### src/rtl/bsr_idx_loader.sv
// Job front end for spdot_bsr_core: takes a job shape, streams block indices into
// the index RAM, launches the core once, and returns its checksum or an error code.
module bsr_idx_loader #(
   parameter int IDX_DEPTH = 256,
   parameter int ADDR_W    = 16
) (
   input  logic              clk,
   input  logic              rstn,
   input  logic              cfg_valid,
   output logic              cfg_ready,
   input  logic [15:0]       cfg_m_rows,
   input  logic [15:0]       cfg_head_dim_d,
   input  logic [15:0]       cfg_s_tokens,
   input  logic [15:0]       cfg_block_size,
   input  logic              idx_in_valid,
   output logic              idx_in_ready,
   input  logic [15:0]       idx_in_data,
   input  logic              idx_in_last,
   output logic              idx_wr_en,
   output logic [ADDR_W-1:0] idx_wr_addr,
   output logic [15:0]       idx_wr_data,
   output logic              core_start,
   output logic [15:0]       core_m_rows,
   output logic [15:0]       core_head_dim_d,
   output logic [15:0]       core_s_tokens,
   output logic [15:0]       core_block_size,
   input  logic              core_busy,
   input  logic              core_done,
   input  logic [63:0]       core_checksum,
   output logic              result_valid,
   input  logic              result_ready,
   output logic              result_err,
   output logic [1:0]        result_code,
   output logic [63:0]       result_checksum,
   output logic [3:0]        dbg_state
);

   // Handshakes: a transfer happens on a rising clk edge where valid && ready;
   // valid-side payloads must stay stable while valid is high and ready is low.

   localparam int CNT_W = 17;

   localparam logic [2:0] ST_IDLE   = 3'd0;
   localparam logic [2:0] ST_LOAD   = 3'd1;
   localparam logic [2:0] ST_START  = 3'd2;
   localparam logic [2:0] ST_WAIT   = 3'd3;
   localparam logic [2:0] ST_CAPT   = 3'd4;
   localparam logic [2:0] ST_RESULT = 3'd5;

   localparam logic [1:0] RC_OK      = 2'd0;
   localparam logic [1:0] RC_SIZE    = 2'd1;
   localparam logic [1:0] RC_EARLY   = 2'd2;
   localparam logic [1:0] RC_MISSING = 2'd3;

   logic [2:0]        state_q, state_d;
   logic [CNT_W-1:0]  wr_ptr_q, wr_ptr_d;
   logic [CNT_W-1:0]  n_blk_q, n_blk_d;
   logic [15:0]       m_rows_q, m_rows_d;
   logic [15:0]       head_dim_q, head_dim_d;
   logic [15:0]       s_tokens_q, s_tokens_d;
   logic [15:0]       block_size_q, block_size_d;
   logic              wr_en_q, wr_en_d;
   logic [ADDR_W-1:0] wr_addr_q, wr_addr_d;
   logic [15:0]       wr_data_q, wr_data_d;
   logic [1:0]        code_q, code_d;
   logic [63:0]       csum_q, csum_d;

   logic [CNT_W-1:0]  s_ext, b_ext, n_blk_c;
   logic              last_slot;

   // ceil(s/b) as (s+b-1)/b; the 17-bit sum cannot overflow for 16-bit operands.
   always_comb begin
      s_ext = {1'b0, cfg_s_tokens};
      b_ext = {1'b0, cfg_block_size};
      n_blk_c = CNT_W'(1);
      if (cfg_block_size != 16'd0) begin
         n_blk_c = (s_ext + b_ext - CNT_W'(1)) / b_ext;
      end
   end

   assign last_slot = (wr_ptr_q == n_blk_q - CNT_W'(1));

   always_comb begin
      state_d      = state_q;
      wr_ptr_d     = wr_ptr_q;
      n_blk_d      = n_blk_q;
      m_rows_d     = m_rows_q;
      head_dim_d   = head_dim_q;
      s_tokens_d   = s_tokens_q;
      block_size_d = block_size_q;
      wr_en_d      = 1'b0;
      wr_addr_d    = wr_addr_q;
      wr_data_d    = wr_data_q;
      code_d       = code_q;
      csum_d       = csum_q;
      case (state_q)
         ST_IDLE: begin
            if (cfg_valid) begin
               m_rows_d     = cfg_m_rows;
               head_dim_d   = cfg_head_dim_d;
               s_tokens_d   = cfg_s_tokens;
               block_size_d = cfg_block_size;
               n_blk_d      = n_blk_c;
               wr_ptr_d     = '0;
               if (cfg_s_tokens == 16'd0 || n_blk_c > CNT_W'(IDX_DEPTH)) begin
                  state_d = ST_RESULT;
                  code_d  = RC_SIZE;
                  csum_d  = '0;
               end else begin
                  state_d = ST_LOAD;
               end
            end
         end
         ST_LOAD: begin
            if (idx_in_valid) begin
               wr_en_d   = 1'b1;
               wr_addr_d = ADDR_W'(wr_ptr_q);
               wr_data_d = idx_in_data;
               wr_ptr_d  = wr_ptr_q + CNT_W'(1);
               if (last_slot && idx_in_last) begin
                  state_d = ST_START;
               end else if (last_slot || idx_in_last) begin
                  state_d = ST_RESULT;
                  code_d  = idx_in_last ? RC_EARLY : RC_MISSING;
                  csum_d  = '0;
               end
            end
         end
         ST_START: state_d = ST_WAIT;
         ST_WAIT: begin
            if (core_done) state_d = ST_CAPT;
         end
         ST_CAPT: begin
            csum_d  = core_checksum;
            code_d  = RC_OK;
            state_d = ST_RESULT;
         end
         ST_RESULT: begin
            if (result_ready) state_d = ST_IDLE;
         end
         default: state_d = ST_IDLE;
      endcase
   end

   always_ff @(posedge clk or negedge rstn) begin
      if (!rstn) begin
         state_q      <= ST_IDLE;
         wr_ptr_q     <= '0;
         n_blk_q      <= '0;
         m_rows_q     <= '0;
         head_dim_q   <= '0;
         s_tokens_q   <= '0;
         block_size_q <= '0;
         wr_en_q      <= 1'b0;
         wr_addr_q    <= '0;
         wr_data_q    <= '0;
         code_q       <= RC_OK;
         csum_q       <= '0;
      end else begin
         state_q      <= state_d;
         wr_ptr_q     <= wr_ptr_d;
         n_blk_q      <= n_blk_d;
         m_rows_q     <= m_rows_d;
         head_dim_q   <= head_dim_d;
         s_tokens_q   <= s_tokens_d;
         block_size_q <= block_size_d;
         wr_en_q      <= wr_en_d;
         wr_addr_q    <= wr_addr_d;
         wr_data_q    <= wr_data_d;
         code_q       <= code_d;
         csum_q       <= csum_d;
      end
   end

   assign cfg_ready       = (state_q == ST_IDLE);
   assign idx_in_ready    = (state_q == ST_LOAD);
   assign core_start      = (state_q == ST_START);
   assign result_valid    = (state_q == ST_RESULT);
   assign result_err      = result_valid && (code_q != RC_OK);
   assign result_code     = code_q;
   assign result_checksum = csum_q;
   assign idx_wr_en       = wr_en_q;
   assign idx_wr_addr     = wr_addr_q;
   assign idx_wr_data     = wr_data_q;
   assign core_m_rows     = m_rows_q;
   assign core_head_dim_d = head_dim_q;
   assign core_s_tokens   = s_tokens_q;
   assign core_block_size = block_size_q;
   // Core busy rides along with the state so a monitor sees both in one word.
   assign dbg_state       = {core_busy, state_q};

endmodule

### config.mk
export PLATFORM = sky130hd
export DESIGN_NAME = bsr_idx_loader
export DESIGN_NICKNAME = d
export VERILOG_FILES = /design/src/rtl/bsr_idx_loader.sv
export SDC_FILE = /design/constraint.sdc
export NUM_CORES = 1
export LEC_CHECK = 0
export CORE_ASPECT_RATIO = 1.75
export CORE_MARGIN = 2
export CORE_UTILIZATION = 58
export CTS_CLUSTER_DIAMETER = 80
export DETAILED_ROUTE_END_ITERATION = 10
export GPL_ROUTABILITY_DRIVEN = 0
export GPL_TIMING_DRIVEN = 0
export PLACE_DENSITY_LB_ADDON = 0.2
export SLEW_MARGIN = 10
export SYNTH_ARGS = -nofsm -noshare
export SYNTH_HDL_FRONTEND = slang
export SYNTH_SLANG_ARGS = --single-unit
### constraint.sdc
create_clock -name clk -period 7.2 [get_ports clk]
set_input_delay 0.72 -clock clk [delete_from_list [all_inputs] [get_ports clk]]
set_output_delay 0.72 -clock clk [all_outputs]
set_load 0.005 [all_outputs]
==> summary.txt, run 1 <==
=============================================================================
Status                                                           did not finish
Failed at                                                        global routing (5_1_grt)
First Err                                                        [ERROR GRT-0116] Global routing finished with congestion. Check the congestion regions in the DRC Viewer.
Seq cells post-synth                                                      200
Post-synth top area cell                                         sky130_fd_sc_hd__dfrtp_1
Summed instance area of the synthesized netlist                    17,350 µm²
Average size of a mapped cell                                       8.117 µm²
Maximum level of the CTS H-tree                                             4
GRT Residual Overflow                                                      44
Fraction of synthesized cell area in xor and xnor cells                6.009%
Post-synth EDFFs                                                            0
Simple logic cell fraction of the synthesized area                     21.62%
Yosys synthesis warning count                                               0
Fraction of the mapped netlist area in compound gates                  23.26%
Number of unique standard cell types used by synthesis                     83
Async S/R FF share, synth                                              100.0%
Quantity of I/O buffers inserted on ports                                 321
Chip width                                                           134.7 µm
Proportion of synthesized area in mux cells                            2.330%
Pin count of the biggest net entering global routing                      106
Syn nets                                                                2,477
Detail Placement HPWL                                                52.35 mm
Largest family of logic cells by synthesized area                compound AO/OA/AOI/OAI gates
Via count of the first global-routing pass                             26,230
Number of buffers added by the clock tree synthesis step                   17
Number of buffers added to fix hold violations after cts                    0
First-pass GRT wire length                                           164.1 mm
Post-synth top area share                                              28.85%
Clk Tree Root Cell                                               sky130_fd_sc_hd__clkbuf_16
Prevailing post-synth register cell                              sky130_fd_sc_hd__dfrtp_1
Top cells by area in the synthesized netlist                     sky130_fd_sc_hd__dfrtp_1 (29%), sky130_fd_sc_hd__ha_1 (13%), sky130_fd_sc_hd__nand2_1 (7.9%), sky130_fd_sc_hd__xnor2_1 (3.8%), sky130_fd_sc_hd__o21ai_0 (3.8%)
GRT Overall Usage                                                      69.01%
Synth Area in Adders                                                   13.60%
Number of cells produced by synthesis                                   2,137
Portion of the post-synthesis area used by sequential elements         28.85%
# IOs                                                                     324
Starting density of the core                                           59.02%
Die height                                                           232.8 µm
Cell Rows                                                                  83
Clock buffer depth                                                          2
TritonCTS sink count                                                      200
=============================================================================
[synthesized netlist by cell type (18+ instances only)]
cell                       instances
sky130_fd_sc_hd__clkbuf_1         67
sky130_fd_sc_hd__a21o_1           51
sky130_fd_sc_hd__and3_1           22
sky130_fd_sc_hd__o21a_1           37
sky130_fd_sc_hd__nand2_1         363
sky130_fd_sc_hd__inv_1           104
sky130_fd_sc_hd__mux2_2           27
sky130_fd_sc_hd__nor4_1           19
sky130_fd_sc_hd__nor3_1           59
sky130_fd_sc_hd__ha_1            187
sky130_fd_sc_hd__nand2b_1         22
sky130_fd_sc_hd__o31ai_1          18
sky130_fd_sc_hd__a21oi_1         122
sky130_fd_sc_hd__a22o_1           65
sky130_fd_sc_hd__o21ai_0         131
sky130_fd_sc_hd__xor2_1           43
sky130_fd_sc_hd__xnor2_1          76
sky130_fd_sc_hd__a31oi_1          21
sky130_fd_sc_hd__nor2_1          157
sky130_fd_sc_hd__dfrtp_1         200
sky130_fd_sc_hd__nand3_1          51
[kinds of logic after synthesis]
| family | count (synthesis) |
|---|---|
| and+or+nand+nor | 814 |
| AOI/OAI and AO/OA | 595 |
| DFF | 200 |
| adders and majority gates | 188 |
| buffers and inverters | 184 |
| xor gates and xnor gates | 119 |
| muxes | 37 |
[timing repair]
item,in CTS
buffers inserted,247
gates cloned,8
setup endpoints to repair,81
gates resized for setup,472
pin swaps,168
[per-stage QoR]
| step | std cells | setup slack, ns | instance area [µm²] | util [%] | hold WS, ns |
|---|---|---|---|---|---|
| floorplan | 2137 | -19.66 | 18200 | - | 0.4244 |
| global placement | 2840 | -25.92 | 21890 | 74.48 | 0.4585 |
| detailed placement | 2841 | -26.58 | 21920 | 74.59 | 0.4611 |
| CTS | 3124 | -20.93 | 26200 | 89.16 | 0.3290 |
[metal layers]
layer	GRT overflow	global-route usage (%)
met1	0	68.50
met2	20	89.47
met3	1	47.49
met4	23	71.45
met5	0	13.56
==> run 2, diff against run 1 <==
==> config.mk (replaced) <==
export PLATFORM = sky130hd
export DESIGN_NAME = bsr_idx_loader
export DESIGN_NICKNAME = d
export VERILOG_FILES = /design/src/rtl/bsr_idx_loader.sv
export SDC_FILE = /design/constraint.sdc
export NUM_CORES = 1
export LEC_CHECK = 0
export CORE_MARGIN = 2
export CORE_UTILIZATION = 40
export DETAILED_ROUTE_END_ITERATION = 10
export GPL_ROUTABILITY_DRIVEN = 0
export GPL_TIMING_DRIVEN = 0
export PLACE_DENSITY_LB_ADDON = 0.15
export SLEW_MARGIN = 10
export SYNTH_ARGS = -nofsm -noshare
export SYNTH_HDL_FRONTEND = slang
export SYNTH_SLANG_ARGS = --single-unit
==> summary.txt, run 2 <==
==================================================================================
GRT Residual Overflow                                                            0
Fin. max-slew vios                                                               0
Leading cell type in the layout, fill and taps excluded               sky130_fd_sc_hd__nand2_1
Pin count of the biggest net entering global routing                            74
Area of the core                                                        42,980 µm²
Wire per inst                                                             21.57 µm
GRT Overall Usage                                                           30.18%
Maximum achievable frequency                                             34.59 MHz
Average size of a mapped cell                                            8.117 µm²   unchanged
Via/cell ratio                                                               5.798
Detailed-routing iteration count for the pre-antenna-repair pass                 5
Fillers                                                                      3,568
Portion of the post-synthesis area used by sequential elements              28.85%   unchanged
Count of nets after finishing                                                3,096
Crit. End Element                                                        flip-flop
Worst ir drop on vdd                                                   0.0001884 V
Chip width                                                                212.2 µm   was 134.7 µm
Via Count                                                                   19,510
Status                                                                finished with violations   was did not finish
Number of antenna violations at the first check in global routing                8
Flip-flop count of the largest register, all copies and words added             64
Critical path type                                                    input pin to flip-flop
Max FO, Critical Path                                                            9
Slew Limit Headroom                                                         45.19%
Data arrival time of the worst path                                       29.30 ns
Final period demand of the worst path                                     28.91 ns
RSZ-0062 raised after global routing                                          true
Detail Placement HPWL                                                     51.36 mm   was 52.35 mm
CTS tree                                                                      done
Internal power of the cells                                               5.906 mW
Number of unique standard cell types used by synthesis                          83   unchanged
Later-pin clock latency in the skew report                                 0.46 ns
Fin Clk Skew                                                            0.01239 ns
CP bufs+invs                                                                    40
Maximum level of the CTS H-tree                                                  4   unchanged
Setup-failing EPs final                                                         80
Quantity of I/O buffers inserted on ports                                      321   unchanged
Number of cells produced by synthesis                                        2,137   unchanged
Smallest setup slack after layout                                        -21.71 ns
Peak per-stage delay on the critical path                                  0.44 ns
Part of the power in the clock network                                        9.4%
Finished Cell Area                                                      27,250 µm²
Antenna Violating Nets Remaining                                                 0
Initial DRC Count                                                            1,469
Total Die Area                                                          45,050 µm²
Clock buffer depth                                                               2   unchanged
Clock-pin slew on the worst setup and hold paths                           0.08 ns
Leakage Power                                                             11.93 nW
Sequential share of power                                                    17.6%
Seq cells post-synth                                                           200   unchanged
Clk Tree Root Cell                                                    sky130_fd_sc_hd__clkbuf_16   unchanged
Worst slack at placement                                                 -26.68 ns   was -26.58 ns
Summed instance area of the synthesized netlist                         17,350 µm²   unchanged
Sum of routed wire length over all layers                                 72.57 mm
# DRC                                                                            0
Die height                                                                212.2 µm   was 232.8 µm
Family of cells with the greatest summed delay on the critical path   compound AO/OA/AOI/OAI gates
Cell Rows                                                                       76   was 83
Most common cell in the netlist                                       sky130_fd_sc_hd__nand2_1   unchanged
Cell area after placement                                               22,200 µm²   was 21,920 µm²
Area added between synthesis and finish                                     57.12%
Switching power as a share of total power                                   42.68%
Number of buffers added by the clock tree synthesis step                        17   unchanged
Total design power                                                        10.30 mW
Post-synth EDFFs                                                                 0   unchanged
Hold crit path type                                                   input pin to async pin
Worst Max-Slew Pin Slew                                                  0.8146 ns
Via count of the first global-routing pass                                  18,550
First-pass GRT wire length                                                105.4 mm
Setup crit start kind                                                    input pin
Final Hold Viols                                                                 0
Top cells by area in the synthesized netlist                          sky130_fd_sc_hd__dfrtp_1 (29%), sky130_fd_sc_hd__ha_1 (13%), sky130_fd_sc_hd__nand2_1 (7.9%), sky130_fd_sc_hd__xnor2_1 (3.8%), sky130_fd_sc_hd__o21ai_0 (3.8%)   unchanged
Commonest cells after routing, fill and taps aside                    sky130_fd_sc_hd__nand2_1 (344), sky130_fd_sc_hd__clkdlybuf4s50_1 (292), sky130_fd_sc_hd__buf_4 (254), sky130_fd_sc_hd__dfrtp_1 (200), sky130_fd_sc_hd__nor2_1 (132)
TritonCTS sink count                                                           200   unchanged
Slowest cell on the critical path                                     sky130_fd_sc_hd__a311oi_4
Fraction of layout instances using a drive strength above 1                 28.49%
Pwr Density                                                           378.1 nW/µm²
Required time of the critical path                                         7.59 ns
Async S/R FF share, synth                                                   100.0%   unchanged
Prevailing post-synth register cell                                   sky130_fd_sc_hd__dfrtp_1   unchanged
Final Util                                                                  63.41%
Leading cell types by count after synthesis                           sky130_fd_sc_hd__nand2_1 (363), sky130_fd_sc_hd__dfrtp_1 (200), sky130_fd_sc_hd__ha_1 (187)   unchanged
Max-capacitance violation count                                                  0
Post-synth top area share                                                   28.85%   unchanged
Reg2reg setup slack                                                        2.71 ns
Yosys synthesis warning count                                                    0   unchanged
Switch Pwr                                                                4.398 mW
# IOs                                                                          324   unchanged
Tcrit/Tclk final                                                            401.5%
Violations in the final reports                                       setup timing
Syn nets                                                                     2,477   unchanged
Proportion of power drawn by combinational gates                             73.0%
Library cell appearing most often on the critical path                sky130_fd_sc_hd__buf_4
Post-synth top area cell                                              sky130_fd_sc_hd__dfrtp_1   unchanged
Starting density of the core                                                40.36%   was 59.02%
==================================================================================
[run 2: cell counts after synthesis]
No cell type changed its count.
[run 2: metal layers]
metal	vias up	share of wire, %	global-route usage [%]
met5	-	0.018	0
met4	2	4.8	14.06
met3	228	6.7	5.096
met2	850	48	51.74
met1	9419	40	36.97
li1	9006	-	-
[run 2: cell type report]
| class | instances | area (µm²) | area share (%) |
|---|---|---|---|
| buffer | 75 | 648.1 | 2.378 |
| inverter | 105 | 459.2 | 1.685 |
| tap | 585 | 732.0 | 2.686 |
| multi-input combinational | 1753 | 14170 | 52.00 |
| clock buffer | 20 | 466.7 | 1.712 |
| timing repair buffer | 604 | 5618 | 20.61 |
| clock inverter | 12 | 127.6 | 0.4683 |
| antenna | 10 | 25.02 | 0.09182 |
| sequential | 200 | 5005 | 18.36 |
[run 2: through the flow]
step	hold WS [ns]	std cells	setup TNS, ns
2_1_floorplan	0.4244	2137	-1436.24
3_5_place_dp	0.4609	3045	-1966.88
4_1_cts	0.1802	3270	-1549.33
5_1_grt	0.1993	3358	-1657.14
6_report	0.1713	3364	-1586.56
3_3_place_gp	0.4589	3043	-2554.57
[run 2: logic make-up after synthesis]
family	Yosys count	synth area share, %
flops	200	28.85
mux	37	2.330
compound gates	595	23.26
fa+ha+maj	188	13.60
xor+xnor	119	6.009
buf+inv	184	4.328
simple gates	814	21.62
[run 2: worst paths after layout]
check,cells past startpoint,startpoint,end
worst max-delay path,158,cfg_block_size[12],result_checksum[0]
worst min-delay path,1,rstn,result_checksum[26]
worst max register to register,16,n_blk_q[6],result_checksum[0]
worst min register to register,2,core_m_rows[14],core_m_rows[14]
max in group asynchronous,3,rstn,n_blk_q[14]
min in group clk,2,core_m_rows[14],core_m_rows[14]
[run 2: what timing repair did]
action	4_1_cts	5_1_grt
endpoints found under the setup margin	81	80
gates cloned	2	6
setup buffers	194	82
endpoints found under the hold margin	0	0
pin swaps	132	178
hold buffers	0	0
gates resized for setup	326	207
[run 2: worst reg2reg max path, stage by stage, from the launching register on]
cell                       delay [ns]
sky130_fd_sc_hd__dfrtp_1         0.45
sky130_fd_sc_hd__or4_4           0.58
sky130_fd_sc_hd__or4_1           0.51
sky130_fd_sc_hd__clkbuf_1        0.17
sky130_fd_sc_hd__xnor2_1         0.17
sky130_fd_sc_hd__nor4_1          0.51
sky130_fd_sc_hd__o211ai_1        0.18
sky130_fd_sc_hd__o311ai_1        0.27
sky130_fd_sc_hd__nand2_1         0.23
sky130_fd_sc_hd__or2_1           0.30
sky130_fd_sc_hd__a21oi_2         0.21
sky130_fd_sc_hd__o21ai_4         0.10
sky130_fd_sc_hd__buf_12          0.15
sky130_fd_sc_hd__buf_12          0.13
sky130_fd_sc_hd__buf_16          0.12
sky130_fd_sc_hd__buf_4           0.13
sky130_fd_sc_hd__a22o_1          0.18
[run 2: power groups by stage]
| stage | clock, mW | sequential [mW] | combinational [mW] |
|---|---|---|---|
| after global placement | 0 | 1.82 | 5.58 |
| after floorplan | 0 | 1.81 | 3.70 |
| after CTS | 0.987 | 1.81 | 6.66 |
| after detailed placement | 0 | 1.83 | 5.69 |
| final | 0.970 | 1.82 | 7.52 |
| after global routing | 1.03 | 1.86 | 8.07 |
(Power assumes the default switching activity.)
==> run 3, diff against run 2 <==
--- a/config.mk
+++ b/config.mk
@@ -5,13 +5,14 @@
 export SDC_FILE = /design/constraint.sdc
 export NUM_CORES = 1
 export LEC_CHECK = 0
+export ABC_AREA = 1
 export CORE_MARGIN = 2
 export CORE_UTILIZATION = 40
 export DETAILED_ROUTE_END_ITERATION = 10
 export GPL_ROUTABILITY_DRIVEN = 0
 export GPL_TIMING_DRIVEN = 0
 export PLACE_DENSITY_LB_ADDON = 0.15
-export SLEW_MARGIN = 10
+export SLEW_MARGIN = 20
 export SYNTH_ARGS = -nofsm -noshare
 export SYNTH_HDL_FRONTEND = slang
 export SYNTH_SLANG_ARGS = --single-unit
==> summary.txt, run 3 <==
==================================================================================
Async S/R FF share, synth                                                   100.0%   unchanged
Fin Clk Skew                                                            0.01129 ns   was 0.01239 ns
Maximum achievable frequency                                             33.63 MHz   was 34.59 MHz
First-pass GRT wire length                                                102.4 mm   was 105.4 mm
CTS tree                                                                      done   unchanged
Tcrit/Tclk final                                                            412.9%   was 401.5%
Finished Cell Area                                                      27,660 µm²   was 27,250 µm²
Flip-flop count of the largest register, all copies and words added             64   unchanged
Smallest hold slack                                                      0.1848 ns   was 0.1713 ns
DP Cell Count                                                                3,260   was 3,045
Part of the power in the clock network                                        8.4%   was 9.4%
Switch Pwr                                                                4.929 mW   was 4.398 mW
Post-synth EDFFs                                                                 0   unchanged
Critical path type                                                    input pin to flip-flop   unchanged
Hold crit path type                                                   input pin to async pin   unchanged
Chip width                                                                211.6 µm   was 212.2 µm
Switching power as a share of total power                                   44.79%   was 42.68%
Max FO, Critical Path                                                            8   was 9
Smallest setup slack after layout                                        -22.53 ns   was -21.71 ns
Peak per-stage delay on the critical path                                  0.39 ns   was 0.44 ns
Max-capacitance violation count                                                  0   unchanged
Final Util                                                                  64.63%   was 63.41%
Worst Max-Slew Pin Slew                                                  0.8783 ns   was 0.8146 ns
Count of nets after finishing                                                3,466   was 3,096
Seq cells post-synth                                                           200   unchanged
Die height                                                                211.6 µm   was 212.2 µm
Wire per inst                                                             19.45 µm   was 21.57 µm
Via/cell ratio                                                               5.332   was 5.798
Clock buffer depth                                                               2   unchanged
Average size of a mapped cell                                            7.215 µm²   was 8.117 µm²
Number of cells produced by synthesis                                        2,390   was 2,137
Top cells by area in the synthesized netlist                          sky130_fd_sc_hd__dfrtp_1 (29%), sky130_fd_sc_hd__nand2_1 (16%), sky130_fd_sc_hd__ha_1 (14%), sky130_fd_sc_hd__inv_1 (6.1%), sky130_fd_sc_hd__o21ai_0 (4.0%)   was sky130_fd_sc_hd__dfrtp_1 (29%), sky130_fd_sc_hd__ha_1 (13%), sky130_fd_sc_hd__nand2_1 (7.9%), sky130_fd_sc_hd__xnor2_1 (3.8%), sky130_fd_sc_hd__o21ai_0 (3.8%)
Proportion of power drawn by combinational gates                             75.1%   was 73.0%
Most common cell in the netlist                                       sky130_fd_sc_hd__nand2_1   unchanged
Clk Tree Root Cell                                                    sky130_fd_sc_hd__clkbuf_16   unchanged
Later-pin clock latency in the skew report                                 0.45 ns   was 0.46 ns
Critical register-to-register path startpoint                           n_blk_q[1]   was n_blk_q[6]
Leading cell types by count after synthesis                           sky130_fd_sc_hd__nand2_1 (717), sky130_fd_sc_hd__inv_1 (281), sky130_fd_sc_hd__dfrtp_1 (200)   was sky130_fd_sc_hd__nand2_1 (363), sky130_fd_sc_hd__dfrtp_1 (200), sky130_fd_sc_hd__ha_1 (187)
# DRC                                                                            0   unchanged
Leakage Power                                                             13.41 nW   was 11.93 nW
# IOs                                                                          324   unchanged
Library cell appearing most often on the critical path                sky130_fd_sc_hd__nand2_2   was sky130_fd_sc_hd__buf_4
Slew Limit Headroom                                                         41.45%   was 45.19%
Fin. max-slew vios                                                               0   unchanged
Via Count                                                                   19,660   was 19,510
Area added between synthesis and finish                                     60.38%   was 57.12%
Sum of routed wire length over all layers                                 71.72 mm   was 72.57 mm
Post-synth top area share                                                   29.02%   was 28.85%
GRT Residual Overflow                                                            0   unchanged
Fraction of layout instances using a drive strength above 1                 34.25%   was 28.49%
Detail Placement HPWL                                                     46.22 mm   was 51.36 mm
GRT Overall Usage                                                           29.45%   was 30.18%
Crit. End Element                                                        flip-flop   unchanged
Required time of the critical path                                         7.58 ns   was 7.59 ns
Slowest cell on the critical path                                     sky130_fd_sc_hd__or3_4   was sky130_fd_sc_hd__a311oi_4
Number of unique standard cell types used by synthesis                          63   was 83
Starting density of the core                                                40.30%   was 40.36%
Worst ir drop on vdd                                                   0.0002109 V   was 0.0001884 V
Maximum level of the CTS H-tree                                                  4   unchanged
Fillers                                                                      3,459   was 3,568
Cell area after placement                                               21,820 µm²   was 22,200 µm²
Worst slack at placement                                                 -26.77 ns   was -26.68 ns
RSZ-0062 raised after global routing                                          true   unchanged
Syn nets                                                                     2,730   was 2,477
Setup-failing EPs final                                                         79   was 80
Number of buffers added by the clock tree synthesis step                        17   unchanged
Clock-pin slew on the worst setup and hold paths                           0.08 ns   about the same
Via count of the first global-routing pass                                  19,150   was 18,550
Final period demand of the worst path                                     29.73 ns   was 28.91 ns
Violations in the final reports                                       setup timing   unchanged
Total design power                                                        11.01 mW   was 10.30 mW
Sequential share of power                                                    16.5%   was 17.6%
Pin count of the biggest net entering global routing                            83   was 74
Launching element of the worst setup path                             cfg_block_size[6]   was cfg_block_size[12]
Setup crit start kind                                                    input pin   unchanged
Initial DRC Count                                                            1,383   was 1,469
Number of buffers added to fix hold violations after cts                         0   unchanged
Antenna Violating Nets Remaining                                                 0   unchanged
Post-synth top area cell                                              sky130_fd_sc_hd__dfrtp_1   unchanged
Internal power of the cells                                               6.077 mW   was 5.906 mW
Pwr Density                                                           398.0 nW/µm²   was 378.1 nW/µm²
Cell Rows                                                                       76   unchanged
Total negative slack                                                   -1634.90 ns   was -1586.56 ns
Number of antenna violations at the first check in global routing                3   was 8
Data arrival time of the worst path                                       30.11 ns   was 29.30 ns
Final Hold Viols                                                                 0   unchanged
Area of the core                                                        42,790 µm²   was 42,980 µm²
Total Die Area                                                          44,790 µm²   was 45,050 µm²
Yosys synthesis warning count                                                    0   unchanged
Prevailing post-synth register cell                                   sky130_fd_sc_hd__dfrtp_1   unchanged
TritonCTS sink count                                                           200   unchanged
Portion of the post-synthesis area used by sequential elements              29.02%   was 28.85%
Number of standard cells in the layout, taps in and fillers out              3,687   was 3,364
Status                                                                finished with violations   unchanged
Commonest cells after routing, fill and taps aside                    sky130_fd_sc_hd__nand2_1 (600), sky130_fd_sc_hd__buf_4 (366), sky130_fd_sc_hd__clkdlybuf4s50_1 (289), sky130_fd_sc_hd__inv_1 (217), sky130_fd_sc_hd__dfrtp_1 (200)   was sky130_fd_sc_hd__nand2_1 (344), sky130_fd_sc_hd__clkdlybuf4s50_1 (292), sky130_fd_sc_hd__buf_4 (254), sky130_fd_sc_hd__dfrtp_1 (200), sky130_fd_sc_hd__nor2_1 (132)
Summed instance area of the synthesized netlist                         17,240 µm²   was 17,350 µm²
Detailed-routing iteration count for the pre-antenna-repair pass                 7   was 5
Quantity of I/O buffers inserted on ports                                      322   was 321
Leading cell type in the layout, fill and taps excluded               sky130_fd_sc_hd__nand2_1   unchanged
==================================================================================
[run 3: cell types whose count changed after synthesis, sizes merged, moves of 27 or more]
cell / delta
a21o: -37
a22o: -64
clkbuf: -28
inv: +197
mux2: -27
nand2: +451
nand3: +46
nor2: -41
o21a: -30
o21ai: +52
xnor2: -37
xor2: +30
[run 3: final timing paths]
kind	end	slack [ns]	cells after the start
setup reg to reg	result_checksum[31]	3.28	20
hold / removal	result_checksum[34]	0.18	1
setup / recovery	result_checksum[31]	-22.53	230
max in group asynchronous	n_blk_q[8]	6.20	2
hold reg to reg	result_checksum[0]	0.47	2
min in group clk	result_checksum[0]	0.47	2
[run 3: layout make-up]
class,instances,area [µm²],area share (%)
Timing Repair Buffer,715,6375,23.05
Sequential cell,200,5005,18.10
Inverter,304,1240,4.483
Multi-Input combinational cell,1831,13280,48.02
Clock buffer,20,456.7,1.651
Tap cell,546,683.2,2.470
Buffer,56,499.2,1.805
Clock inverter,12,107.6,0.3891
Timing Repair inverter,1,5.005,0.01810
Antenna cell,2,5.005,0.01810
[run 3: power by group through the flow]
| stage | Sequential (mW) | Combinational (mW) | Clock (mW) |
|---|---|---|---|
| 2_1_floorplan | 1.82 | 3.71 | 0 |
| 3_3_place_gp | 1.82 | 5.46 | 0 |
| 3_5_place_dp | 1.83 | 5.61 | 0 |
| 4_1_cts | 1.81 | 7.30 | 0.951 |
| 5_1_grt | 1.86 | 8.93 | 0.991 |
| 6_report | 1.81 | 8.27 | 0.929 |
[run 3: layer usage]
metal / global-route usage (%) / vias to the layer above / part of all wire, %
met1: 32.46 / 9285 / 37
met3: 6.527 / 310 / 7.3
met5: 0 / - / 0
li1: - / 9226 / -
met2: 52.18 / 839 / 48
met4: 16.88 / 0 / 7.0
[run 3: cell families after synthesis]
group,Yosys count,synth area share (%)
simple gates,1155,30.60
compound gates,373,12.38
buf+inv,360,8.511
flops,200,29.02
fa+ha+maj,188,13.68
xor+xnor,112,5.689
mux,2,0.1161
[run 3: what timing repair did]
item	CTS	global route
pin swaps	210	201
gates cloned	6	0
buffers inserted	317	76
endpoints found under the setup margin	80	79
resized for setup	390	211
[run 3: critical path: cells and delay by family]
kind	cells	cell delay, ns
AO/OA/AOI/OAI	65	9.13
AND/OR/NAND/NOR	88	8.44
XOR/XNOR	2	0.26
adder cells (fa/ha/maj)	19	5.13
buffers and inverters	56	6.35
